`config.mk`:
```
export PLATFORM = sky130hd
export DESIGN_NAME = main_slave_loader
export DESIGN_NICKNAME = d
export VERILOG_FILES = /design/src/rtl/slide_x_slave_pkg.sv /design/src/rtl/main_slave_req.sv /design/src/rtl/main_slave_loader.sv
export SDC_FILE = /design/constraint.sdc
export NUM_CORES = 1
export LEC_CHECK = 0
export CORE_ASPECT_RATIO = 2
export CORE_MARGIN = 8
export CORE_UTILIZATION = 45
export CTS_CLUSTER_DIAMETER = 40
export DETAILED_ROUTE_END_ITERATION = 16
export PLACE_DENSITY = 0.94
export RECOVER_POWER = 25
export SYNTH_ARGS = -nofsm -noshare
export SYNTH_HDL_FRONTEND = slang
export SYNTH_SLANG_ARGS = --single-unit
```
`constraint.sdc`:
```
create_clock -name clock -period 6.67 [get_ports clock]
set_clock_uncertainty 0.05 [all_clocks]
set_input_delay 1.334 -clock clock [delete_from_list [all_inputs] [get_ports clock]]
set_output_delay 1.334 -clock clock [all_outputs]
set_load 0.01 [all_outputs]
```
`src/rtl/slide_x_slave_pkg.sv`:
```
// Shared types and constants for the slave-port loader and its request holder.
package slide_x_slave_pkg;

  localparam int ADDR_W_DEF = 10;
  localparam int DATA_W_DEF = 64;
  localparam int SIZE_W_DEF = 7;
  localparam int WORD_W     = 32;

  // Access size (in bits) presented on every request; the loader only moves 32-bit words.
  localparam logic [6:0] SIZE_WORD32 = 7'd32;

  typedef enum logic [2:0] {
    ST_IDLE,
    ST_LOAD,
    ST_KICK,
    ST_WAIT_DONE,
    ST_READ,
    ST_EMIT,
    ST_FINISH
  } loader_state_t;

  typedef enum logic {
    REQ_READ  = 1'b0,
    REQ_WRITE = 1'b1
  } req_kind_t;

  // Byte offset of a 32-bit word index.
  function automatic logic [31:0] word_byte_off(input logic [31:0] idx);
    return idx << 2;
  endfunction

endpackage

```
`src/rtl/main_slave_req.sv`:
```
// Single-outstanding request holder for channel 0 of the accelerator slave port.
// Channel-1 fields are tied to zero. A request is held stable until the slave
// reports data-ready, then every field drops for at least one cycle.
module main_slave_req
  import slide_x_slave_pkg::*;
#(
  parameter int ADDR_W = ADDR_W_DEF,
  parameter int DATA_W = DATA_W_DEF,
  parameter int SIZE_W = SIZE_W_DEF
) (
  input  logic                  clock,
  input  logic                  reset,
  input  logic                  i_issue,
  input  req_kind_t             i_kind,
  input  logic [ADDR_W-1:0]     i_addr,
  input  logic [DATA_W-1:0]     i_wdata,
  output logic                  o_pending,
  output logic                  o_req_done,
  output logic [DATA_W-1:0]     o_rdata,
  output logic [1:0]            S_oe_ram,
  output logic [1:0]            S_we_ram,
  output logic [2*ADDR_W-1:0]   S_addr_ram,
  output logic [2*DATA_W-1:0]   S_Wdata_ram,
  output logic [2*SIZE_W-1:0]   S_data_ram_size,
  input  logic [2*DATA_W-1:0]   Sout_Rdata_ram,
  input  logic [1:0]            Sout_DataRdy
);

  logic              r_pend;
  logic              r_done;
  logic              r_oe;
  logic              r_we;
  logic [ADDR_W-1:0] r_addr;
  logic [DATA_W-1:0] r_wdata;
  logic [SIZE_W-1:0] r_size;
  logic [DATA_W-1:0] r_rdata;

  // Channel 1 is never used, so its read data and ready strobe are dropped.
  logic w_unused;
  assign w_unused = ^{Sout_Rdata_ram[2*DATA_W-1:DATA_W], Sout_DataRdy[1]};

  // Hold one request until data-ready, then release it and pulse completion.
  always_ff @(posedge clock or negedge reset) begin
    if (!reset) begin
      r_pend  <= 1'b0;
      r_done  <= 1'b0;
      r_oe    <= 1'b0;
      r_we    <= 1'b0;
      r_addr  <= '0;
      r_wdata <= '0;
      r_size  <= '0;
      r_rdata <= '0;
    end else begin
      r_done <= 1'b0;
      if (r_pend) begin
        // Ready with nothing outstanding falls through and is ignored.
        if (Sout_DataRdy[0]) begin
          r_pend  <= 1'b0;
          r_done  <= 1'b1;
          r_oe    <= 1'b0;
          r_we    <= 1'b0;
          r_addr  <= '0;
          r_wdata <= '0;
          r_size  <= '0;
          r_rdata <= Sout_Rdata_ram[DATA_W-1:0];
        end
      end else if (i_issue) begin
        r_pend  <= 1'b1;
        r_oe    <= (i_kind == REQ_READ);
        r_we    <= (i_kind == REQ_WRITE);
        r_addr  <= i_addr;
        r_wdata <= (i_kind == REQ_WRITE) ? i_wdata : '0;
        r_size  <= SIZE_W'(SIZE_WORD32);
      end
    end
  end

  assign o_pending       = r_pend;
  assign o_req_done      = r_done;
  assign o_rdata         = r_rdata;
  assign S_oe_ram        = {1'b0, r_oe};
  assign S_we_ram        = {1'b0, r_we};
  assign S_addr_ram      = {{ADDR_W{1'b0}}, r_addr};
  assign S_Wdata_ram     = {{DATA_W{1'b0}}, r_wdata};
  assign S_data_ram_size = {{SIZE_W{1'b0}}, r_size};

endmodule

```
`src/rtl/main_slave_loader.sv`:
```
// Loader for the accelerator slave memory port: preloads words from a stream,
// kicks the core, times it until done, then streams the words back out.
//
// state        | meaning
// -------------+-----------------------------------------------------------
// ST_IDLE      | waiting for run_start
// ST_LOAD      | writing input-stream words to base+4*idx
// ST_KICK      | start_port high for this single cycle, count starts at 1
// ST_WAIT_DONE | counting cycles until done_port or TIMEOUT
// ST_READ      | one read request outstanding at base+4*idx
// ST_EMIT      | presenting the read word on the output stream
// ST_FINISH    | run_done pulse, busy already low
module main_slave_loader
  import slide_x_slave_pkg::*;
#(
  parameter int          ADDR_W  = ADDR_W_DEF,
  parameter int          DATA_W  = DATA_W_DEF,
  parameter int          SIZE_W  = SIZE_W_DEF,
  parameter int          NUM_W   = 16,
  parameter int          CNT_W   = 32,
  parameter int unsigned TIMEOUT = 200000000
) (
  input  logic                  clock,
  input  logic                  reset,
  input  logic                  run_start,
  input  logic [ADDR_W-1:0]     base_addr,
  input  logic [NUM_W-1:0]      num_words,
  input  logic                  in_valid,
  output logic                  in_ready,
  input  logic [WORD_W-1:0]     in_data,
  output logic                  out_valid,
  input  logic                  out_ready,
  output logic [WORD_W-1:0]     out_data,
  output logic                  start_port,
  input  logic                  done_port,
  output logic [1:0]            S_oe_ram,
  output logic [1:0]            S_we_ram,
  output logic [2*ADDR_W-1:0]   S_addr_ram,
  output logic [2*DATA_W-1:0]   S_Wdata_ram,
  output logic [2*SIZE_W-1:0]   S_data_ram_size,
  input  logic [2*DATA_W-1:0]   Sout_Rdata_ram,
  input  logic [1:0]            Sout_DataRdy,
  output logic                  busy,
  output logic                  run_done,
  output logic                  timeout,
  output logic [CNT_W-1:0]      cycle_count
);

  loader_state_t     r_state;
  logic [ADDR_W-1:0] r_base;
  logic [NUM_W-1:0]  r_num;
  logic [NUM_W-1:0]  r_idx;
  logic              r_busy;
  logic              r_run_done;
  logic              r_timeout;
  logic              r_start_port;
  logic [CNT_W-1:0]  r_count;
  logic              r_out_valid;
  logic [WORD_W-1:0] r_out_data;
  logic              r_rd_sent;

  logic              w_pending;
  logic              w_req_done;
  logic [DATA_W-1:0] w_rdata;
  logic              w_issue_wr;
  logic              w_issue_rd;
  logic              w_issue;
  req_kind_t         w_kind;
  logic [31:0]       w_off;
  logic [ADDR_W-1:0] w_addr;
  logic [DATA_W-1:0] w_wdata;
  logic [NUM_W-1:0]  w_idx_inc;
  logic [CNT_W-1:0]  w_count_nxt;
  logic              w_unused;

  // Only the low word of the read data is meaningful.
  assign w_unused = ^w_rdata[DATA_W-1:WORD_W];

  // During LOAD the idx counter advances on issue, so it already equals num
  // when the final write completes; it is cleared again before readback.
  assign w_issue_wr  = (r_state == ST_LOAD) && !w_pending && in_valid && (r_idx != r_num);
  assign w_issue_rd  = (r_state == ST_READ) && !w_pending && !r_rd_sent;
  assign w_issue     = w_issue_wr || w_issue_rd;
  assign w_kind      = w_issue_wr ? REQ_WRITE : REQ_READ;
  assign w_off       = word_byte_off(32'(r_idx));
  assign w_addr      = r_base + w_off[ADDR_W-1:0];
  assign w_wdata     = {{(DATA_W-WORD_W){1'b0}}, in_data};
  assign w_idx_inc   = r_idx + NUM_W'(1);
  assign w_count_nxt = r_count + CNT_W'(1);

  main_slave_req #(
    .ADDR_W (ADDR_W),
    .DATA_W (DATA_W),
    .SIZE_W (SIZE_W)
  ) u_req (
    .clock           (clock),
    .reset           (reset),
    .i_issue         (w_issue),
    .i_kind          (w_kind),
    .i_addr          (w_addr),
    .i_wdata         (w_wdata),
    .o_pending       (w_pending),
    .o_req_done      (w_req_done),
    .o_rdata         (w_rdata),
    .S_oe_ram        (S_oe_ram),
    .S_we_ram        (S_we_ram),
    .S_addr_ram      (S_addr_ram),
    .S_Wdata_ram     (S_Wdata_ram),
    .S_data_ram_size (S_data_ram_size),
    .Sout_Rdata_ram  (Sout_Rdata_ram),
    .Sout_DataRdy    (Sout_DataRdy)
  );

  // Run sequencer: state, word index, cycle counter and stream/status registers.
  always_ff @(posedge clock or negedge reset) begin
    if (!reset) begin
      r_state      <= ST_IDLE;
      r_base       <= '0;
      r_num        <= '0;
      r_idx        <= '0;
      r_busy       <= 1'b0;
      r_run_done   <= 1'b0;
      r_timeout    <= 1'b0;
      r_start_port <= 1'b0;
      r_count      <= '0;
      r_out_valid  <= 1'b0;
      r_out_data   <= '0;
      r_rd_sent    <= 1'b0;
    end else begin
      case (r_state)
        ST_IDLE: begin
          if (run_start) begin
            r_base    <= base_addr;
            r_num     <= num_words;
            r_idx     <= '0;
            r_busy    <= 1'b1;
            r_count   <= '0;
            r_timeout <= 1'b0;
            if (num_words == '0) begin
              r_state      <= ST_KICK;
              r_start_port <= 1'b1;
            end else begin
              r_state <= ST_LOAD;
            end
          end
        end

        ST_LOAD: begin
          if (w_issue_wr) r_idx <= w_idx_inc;
          if (w_req_done && (r_idx == r_num)) begin
            r_state      <= ST_KICK;
            r_start_port <= 1'b1;
          end
        end

        ST_KICK: begin
          r_start_port <= 1'b0;
          r_count      <= CNT_W'(1);
          r_idx        <= '0;
          if (done_port) begin
            if (r_num == '0) begin
              r_state    <= ST_FINISH;
              r_run_done <= 1'b1;
              r_busy     <= 1'b0;
            end else begin
              r_state <= ST_READ;
            end
          end else begin
            r_state <= ST_WAIT_DONE;
          end
        end

        ST_WAIT_DONE: begin
          r_count <= w_count_nxt;
          if (done_port) begin
            if (r_num == '0) begin
              r_state    <= ST_FINISH;
              r_run_done <= 1'b1;
              r_busy     <= 1'b0;
            end else begin
              r_state <= ST_READ;
            end
          end else if (w_count_nxt == CNT_W'(TIMEOUT)) begin
            r_timeout  <= 1'b1;
            r_state    <= ST_FINISH;
            r_run_done <= 1'b1;
            r_busy     <= 1'b0;
          end
        end

        ST_READ: begin
          if (w_issue_rd) r_rd_sent <= 1'b1;
          if (w_req_done) begin
            r_rd_sent   <= 1'b0;
            r_out_data  <= w_rdata[WORD_W-1:0];
            r_out_valid <= 1'b1;
            r_state     <= ST_EMIT;
          end
        end

        ST_EMIT: begin
          if (out_ready) begin
            r_out_valid <= 1'b0;
            if (w_idx_inc == r_num) begin
              r_state    <= ST_FINISH;
              r_run_done <= 1'b1;
              r_busy     <= 1'b0;
            end else begin
              r_idx   <= w_idx_inc;
              r_state <= ST_READ;
            end
          end
        end

        ST_FINISH: begin
          r_run_done <= 1'b0;
          r_state    <= ST_IDLE;
        end

        default: r_state <= ST_IDLE;
      endcase
    end
  end

  assign in_ready    = w_issue_wr;
  assign out_valid   = r_out_valid;
  assign out_data    = r_out_data;
  assign start_port  = r_start_port;
  assign busy        = r_busy;
  assign run_done    = r_run_done;
  assign timeout     = r_timeout;
  assign cycle_count = r_count;

endmodule

```
==> reports/summary.txt, run 1 <==
Max-Cap Viols: 1
Hold Crit Depth: 2
Ant diodes: 0
Number of hold violations in the final report: 0
Worst vdd ir: 0.355 mV
FF-to-FF End: r_idx[12]
Commonest non-fill, non-tap cell in the layout: clkdlybuf4s50_1
Reg power frac: 0.394
Total Power: 4.99 mW
Hold Path Sink: u_req.r_size[5]
Failing checks: max-capacitance violations, max-slew violations
Post-CTS sizing: 0
Vias per inst: 5.65
H-tree depth: 4
Async set-reset flop share out of synthesis: 1.00
Leakage: 5.51 nW
Minimum clock period: 4420 ps
Drt first-iter violations: 882
R2R cell count: 9
Pint: 3.13 mW
Vias post-DR: 8362
Max Slew Vio Count: 132
Clock Latency Late Sink: 460 ps
Final RePlAce weighted congestion: 0.945
Worst hold start: u_req.r_size[5]
Fmax: 0.226 GHz
Die Y: 231 µm
DRT antenna net count: 0
Nets@finish: 1392
Post-CTS setup buffers: 0
First drt pass iteration count: 7
Layout cells sized above 1: 0.118
RSZ-0062 raised after global routing: false
Most used DFF post-synth: dfrtp_1
Area Growth Syn to Fin: 23.4%
Final worst-path cycle share: 0.663
Worst Path Required: 5290 ps
Fin worst setup slack: 2250 ps
Setup-failing EPs final: 0
Post-synth cell types: 70
CTS max path bufs: 2
Largest net degree at the start of global routing: 132
Syn Area/Cell: 10.3 µm²
Chip Width: 124 µm
Ports: 430
TritonCTS buffer count: 17
GRT overflow: 0
FF-to-FF setup slack: 2480 ps
Initial antenna violation count: 0
Slew headroom: -1.24
Register bit total from synthesis: 194
CTS root buf: clkbuf_16
Sw Ratio: 0.373
Hpwl dp: 23500 µm
Mean routed wirelength per cell: 20.9 µm
Clock Sinks: 194
HP Class: reg -> reg
# fillers: 1905
Commonest cells after routing, fill and taps aside: clkdlybuf4s50_1, dfrtp_1, conb_1
Cell Rows: 78
Worst-Margin Slew: 3350 ps
R2R Path Start: r_idx[0]
Pwr per Cell Area: 389 nW/µm²
Synthesized area: 10400 µm²
First-pass GRT wire length: 47200 µm
Layout Utilization: 0.564
Post-synth EDFFs: 0
# port buffers: 211
DRC violations left: 0
Cts hold-fix bufs: 0
YS warnings: 0
CP endpoint kind: output port
Status: complete, but fails checks
Initial Util: 0.457
Number of global-route vias before repair: 8655
Total die area: 28500 µm²
CTS tree: built
Crit Path Category: in -> out
Clock group share of total power: 0.214
Crit path launch type: primary input
Core Area: 22700 µm²
Dpl ws: 2230 ps
Clock Pin Slew Worst Setup and Hold Paths: 80 ps
WP data arrival: 3040 ps
Gate power share: 0.392
Net switching power: 1.86 mW
Total Wirelength: 31000 µm
CP max FO: 3
Synth Instances: 1013
GRT Overall Usage: 0.216
Setup tns final: 0 ps
Sequential area share after synthesis: 0.467
==> final cells by class <==
type	count	area (µm²)	area share
sequential	194	4850	0.378
clock buffer	17	425	0.0332
timing repair buffer	220	2170	0.169
tap	280	350	0.0273
inverter	20	75.1	0.00585
multi-input combinational	735	4760	0.371
clock inverter	15	195	0.0152
==> power groups by stage <==
| stage | clock [mW] | combinational, mW | sequential [mW] |
|---|---|---|---|
| floorplan | 0 | 1.15 | 1.94 |
| global route | 1.13 | 2.11 | 2.02 |
| CTS | 1.08 | 1.97 | 1.96 |
| detailed placement | 0 | 1.95 | 1.97 |
| global placement | 0 | 1.87 | 1.93 |
| finish | 1.07 | 1.96 | 1.96 |
==> cells in the mapped netlist (all sizes together), types with 2 or more instances <==
cell     number  share of area
a2111oi       2         0.0023
a211o         3         0.0025
a211oi        3         0.0022
a21o         11         0.0079
a21oi        31          0.015
a22o         34          0.029
a311oi        2         0.0017
a31oi        17          0.010
and2          5         0.0030
and3          8         0.0048
and4          4         0.0034
buf         148           0.10
clkbuf       36          0.013
dfrtp       194           0.47
ha            9          0.011
inv          19         0.0069
mux2         89          0.096
nand2        59          0.021
nand2b        8         0.0048
nand3        28          0.013
nand3b        2         0.0014
nand4        25          0.015
nand4b        3         0.0025
nor2         50          0.018
nor2b         2         0.0012
nor3         15         0.0072
nor3b         4         0.0029
nor4         23          0.014
o2111ai       2         0.0017
o211ai        2         0.0014
o21a          3         0.0022
o21ai        70          0.034
o21bai        5         0.0036
o31ai        20          0.014
o41ai         4         0.0034
or3           5         0.0030
or4           4         0.0032
xnor2        21          0.018
xor2         20          0.018
==> cell families (layout without fill, tap and decap cells) <==
kind of cell / Yosys count / count (layout) / share of synthesized area
flops: 194 / 194 / 0.467
other cells: 1 / 121 / 0.000361
buf+inv: 204 / 272 / 0.121
compound gates: 223 / 223 / 0.143
fa+ha+maj: 10 / 10 / 0.0128
mux: 90 / 90 / 0.0973
simple gates: 250 / 250 / 0.124
xor+xnor: 41 / 41 / 0.0352
==> sequential cells by signal, summed over array words and instances, names as in the netlist, 3 cells and up <==
signal	flops
cycle_count	32
r_num	16
u_req.r_addr	10
r_base	10
r_state	3
out_data	32
u_req.o_rdata	32
r_idx	16
u_req.r_wdata	32
==> metrics by stage <==
stage                     hold WS (ps)  instance area (µm²)  instances
after floorplan                    401                10900       1133
after global placement             411                12200       1449
after detailed placement           423                12200       1449
after CTS                          441                12800       1481
after global routing               460                12800       1481
final                              435                12800       1481
==> metal layers <==
layer | wire [µm] | vias up | global-route usage
met5 | 0 | - | 0
met4 | 1600 | 0 | 0.129
met3 | 2690 | 95 | 0.0523
met2 | 16400 | 471 | 0.391
met1 | 10200 | 4056 | 0.213
li1 | - | 3740 | -
==> worst max-delay path: stages <==
cell and delay, ps:
clkdlybuf4s50_1 450, nand2_1 80, nor4_2 500, clkdlybuf4s50_1 670
==> worst max path at each step <==
stage / start / end / slack [ps] / cells past startpoint
2_1_floorplan: in_valid / in_ready / 2910 / 4
3_3_place_gp: in_valid / in_ready / 2220 / 4
3_5_place_dp: in_valid / in_ready / 2230 / 4
4_1_cts: in_valid / in_ready / 2210 / 4
5_1_grt: reset / r_state[1] / 1860 / 2
6_report: in_valid / in_ready / 2250 / 4
(Power assumes the default switching activity.)
==> inputs of run 2 (changes only) <==
CORE_UTILIZATION = 44   (was 45)
PLACE_DENSITY = 0.92   (was 0.94)
clock period = 4.3 ns   (was 6.67 ns; I/O delays follow)
==> run 2 against run 1 <==
Compared with the run above:
- the flow still finishes with violations (max-capacitance violations, max-slew violations)
- global-route usage shrank 0.81 points
- worst setup slack lost 1800 ps
- die area grew 2.0%
- critical path type is now reg -> reg
- largest cell class unchanged
==> reports/summary.txt, run 2 (same netlist as run 1, synthesis figures left out) <==
Final worst-path cycle share: 0.897
Crit-path cells: ha_1, nand2_1, or4_1, xnor2_1, o311a_1, or4_4, a41o_1, nand2b_1, a31oi_1 (was clkdlybuf4s50_1, nand2_1, nor4_2, clkdlybuf4s50_1)
CP max FO: 15 (was 3)
Vias per inst: 5.57 (was 5.65)
Leakage: 5.55 nW (was 5.51 nW)
Initial Util: 0.448 (was 0.457)
Minimum clock period: 3860 ps
Slew headroom: -1.02 (was -1.24)
GRT overflow: 0 (unchanged)
Vias post-DR: 8350 (was 8362)
CP max stage delay: 620 ps (was 670 ps)
Setup tns final: 0 ps (unchanged)
Dpl ws: 468 ps (was 2230 ps)
Status: complete, but fails checks (unchanged)
Worst vdd ir: 0.457 mV (was 0.355 mV)
Worst hold start: out_valid (was u_req.r_size[5])
First drt pass iteration count: 5 (was 7)
Hold Crit Depth: 1 (was 2)
Total Power: 7.65 mW (was 4.99 mW)
RSZ-0062 raised after global routing: false (unchanged)
Max-Cap Viols: 1 (unchanged)
WP data arrival: 4170 ps (was 3040 ps)
DRC violations left: 0 (unchanged)
Clock Sinks: 194 (unchanged)
Hold Path Sink: out_valid (was u_req.r_size[5])
Clock Pin Slew Worst Setup and Hold Paths: 70 ps (was 80 ps)
Area Growth Syn to Fin: 24.1% (was 23.4%)
Nets@finish: 1403 (was 1392)
CTS max path bufs: 2 (unchanged)
Post-CTS sizing: 0 (unchanged)
Crit path launch type: register (was primary input)
Worst-Margin Slew: 3030 ps (was 3350 ps)
Hpwl dp: 23300 µm (was 23500 µm)
HP Class: reg -> reg (unchanged)
Number of hold violations in the final report: 0 (unchanged)
Initial antenna violation count: 0 (unchanged)
DRT antenna net count: 0 (unchanged)
Die Y: 233 µm (was 231 µm)
FF-to-FF End: r_idx[10] (was r_idx[12])
# port buffers: 211 (unchanged)
Pwr per Cell Area: 593 nW/µm² (was 389 nW/µm²)
CP max-delay cell: or4_1 (was clkdlybuf4s50_1)
Final RePlAce weighted congestion: 0.951 (was 0.945)
H-tree depth: 4 (unchanged)
Ports: 430 (unchanged)
FF-to-FF setup slack: 440 ps (was 2480 ps)
Post-CTS setup buffers: 0 (unchanged)
Setup-failing EPs final: 0 (unchanged)
WP depth: 9 (was 4)
CP endpoint kind: register (was output port)
Crit Path Category: reg -> reg (was in -> out)
Commonest non-fill, non-tap cell in the layout: clkdlybuf4s50_1 (unchanged)
Total die area: 29100 µm² (was 28500 µm²)
CTS root buf: clkbuf_16 (unchanged)
R2R cell count: 9 (unchanged)
Worst Path Required: 4610 ps (was 5290 ps)
Clock Latency Late Sink: 450 ps (was 460 ps)
Cts hold-fix bufs: 0 (unchanged)
Largest net degree at the start of global routing: 136 (was 132)
Chip Width: 125 µm (was 124 µm)
Cell Rows: 79 (was 78)
Drt first-iter violations: 677 (was 882)
Mean routed wirelength per cell: 20.3 µm (was 20.9 µm)
Crit path buf inv count: 0 (was 2)
Layout cells sized above 1: 0.126 (was 0.118)
Total Wirelength: 30400 µm (was 31000 µm)
Failing checks: max-capacitance violations, max-slew violations (unchanged)
GRT Overall Usage: 0.208 (was 0.216)
First-pass GRT wire length: 48100 µm (was 47200 µm)
Layout Utilization: 0.556 (was 0.564)
Max Slew Vio Count: 136 (was 132)
TritonCTS buffer count: 17 (unchanged)
Number of global-route vias before repair: 8954 (was 8655)
Crit-path leading delay family: simple AND/OR/NAND/NOR gates (was buffers and inverters)
R2R Path Start: r_idx[1] (was r_idx[0])
CTS tree: built (unchanged)
Core Area: 23200 µm² (was 22700 µm²)
Fmax: 0.259 GHz
Commonest cells after routing, fill and taps aside: clkdlybuf4s50_1, dfrtp_1, conb_1 (unchanged)
Fin worst setup slack: 444 ps (was 2250 ps)
==> run 2: worst max-delay path by stage <==
stage	from	end	slack [ps]
after global placement	r_idx[1]	r_idx[11]	540
after global routing	r_idx[1]	r_idx[13]	280
after floorplan	r_idx[1]	r_idx[8]	960
after CTS	r_idx[1]	r_idx[10]	450
after detailed placement	r_idx[1]	r_idx[13]	470
final	r_idx[1]	r_idx[10]	440
==> run 2: final cells by class <==
class | count | area, µm²
fillers | 1965 | 10300
repair buffers | 231 | 2260
flip-flops and latches | 194 | 4850
multi-input cells | 735 | 4760
inverters | 20 | 75.1
diodes | 3 | 7.51
well taps | 283 | 354
clock buffers | 17 | 425
clock inverters | 15 | 174
==> run 2: report_power, final <==
part           total [mW]  switching, mW  internal (mW)
clock                1.60          0.811          0.794
combinational        3.01           1.44           1.58
sequential           3.03          0.552           2.48
==> run 2: layer usage <==
layer / wire length, µm / global-route usage / vias to the layer above
met3: 2730 / 0.0760 / 86
met5: 0 / 0 / -
met4: 1430 / 0.127 / 0
met1: 10300 / 0.201 / 4044
met2: 15900 / 0.369 / 445
li1: - / - / 3775
==> run 2: metrics by stage <==
stage | cells | area (µm²) | hold slack [ps]
floorplan | 1133 | 10900 | 401
global placement | 1463 | 12300 | 409
detailed placement | 1463 | 12300 | 418
CTS | 1495 | 12900 | 436
global route | 1495 | 12900 | 459
finish | 1498 | 12900 | 429
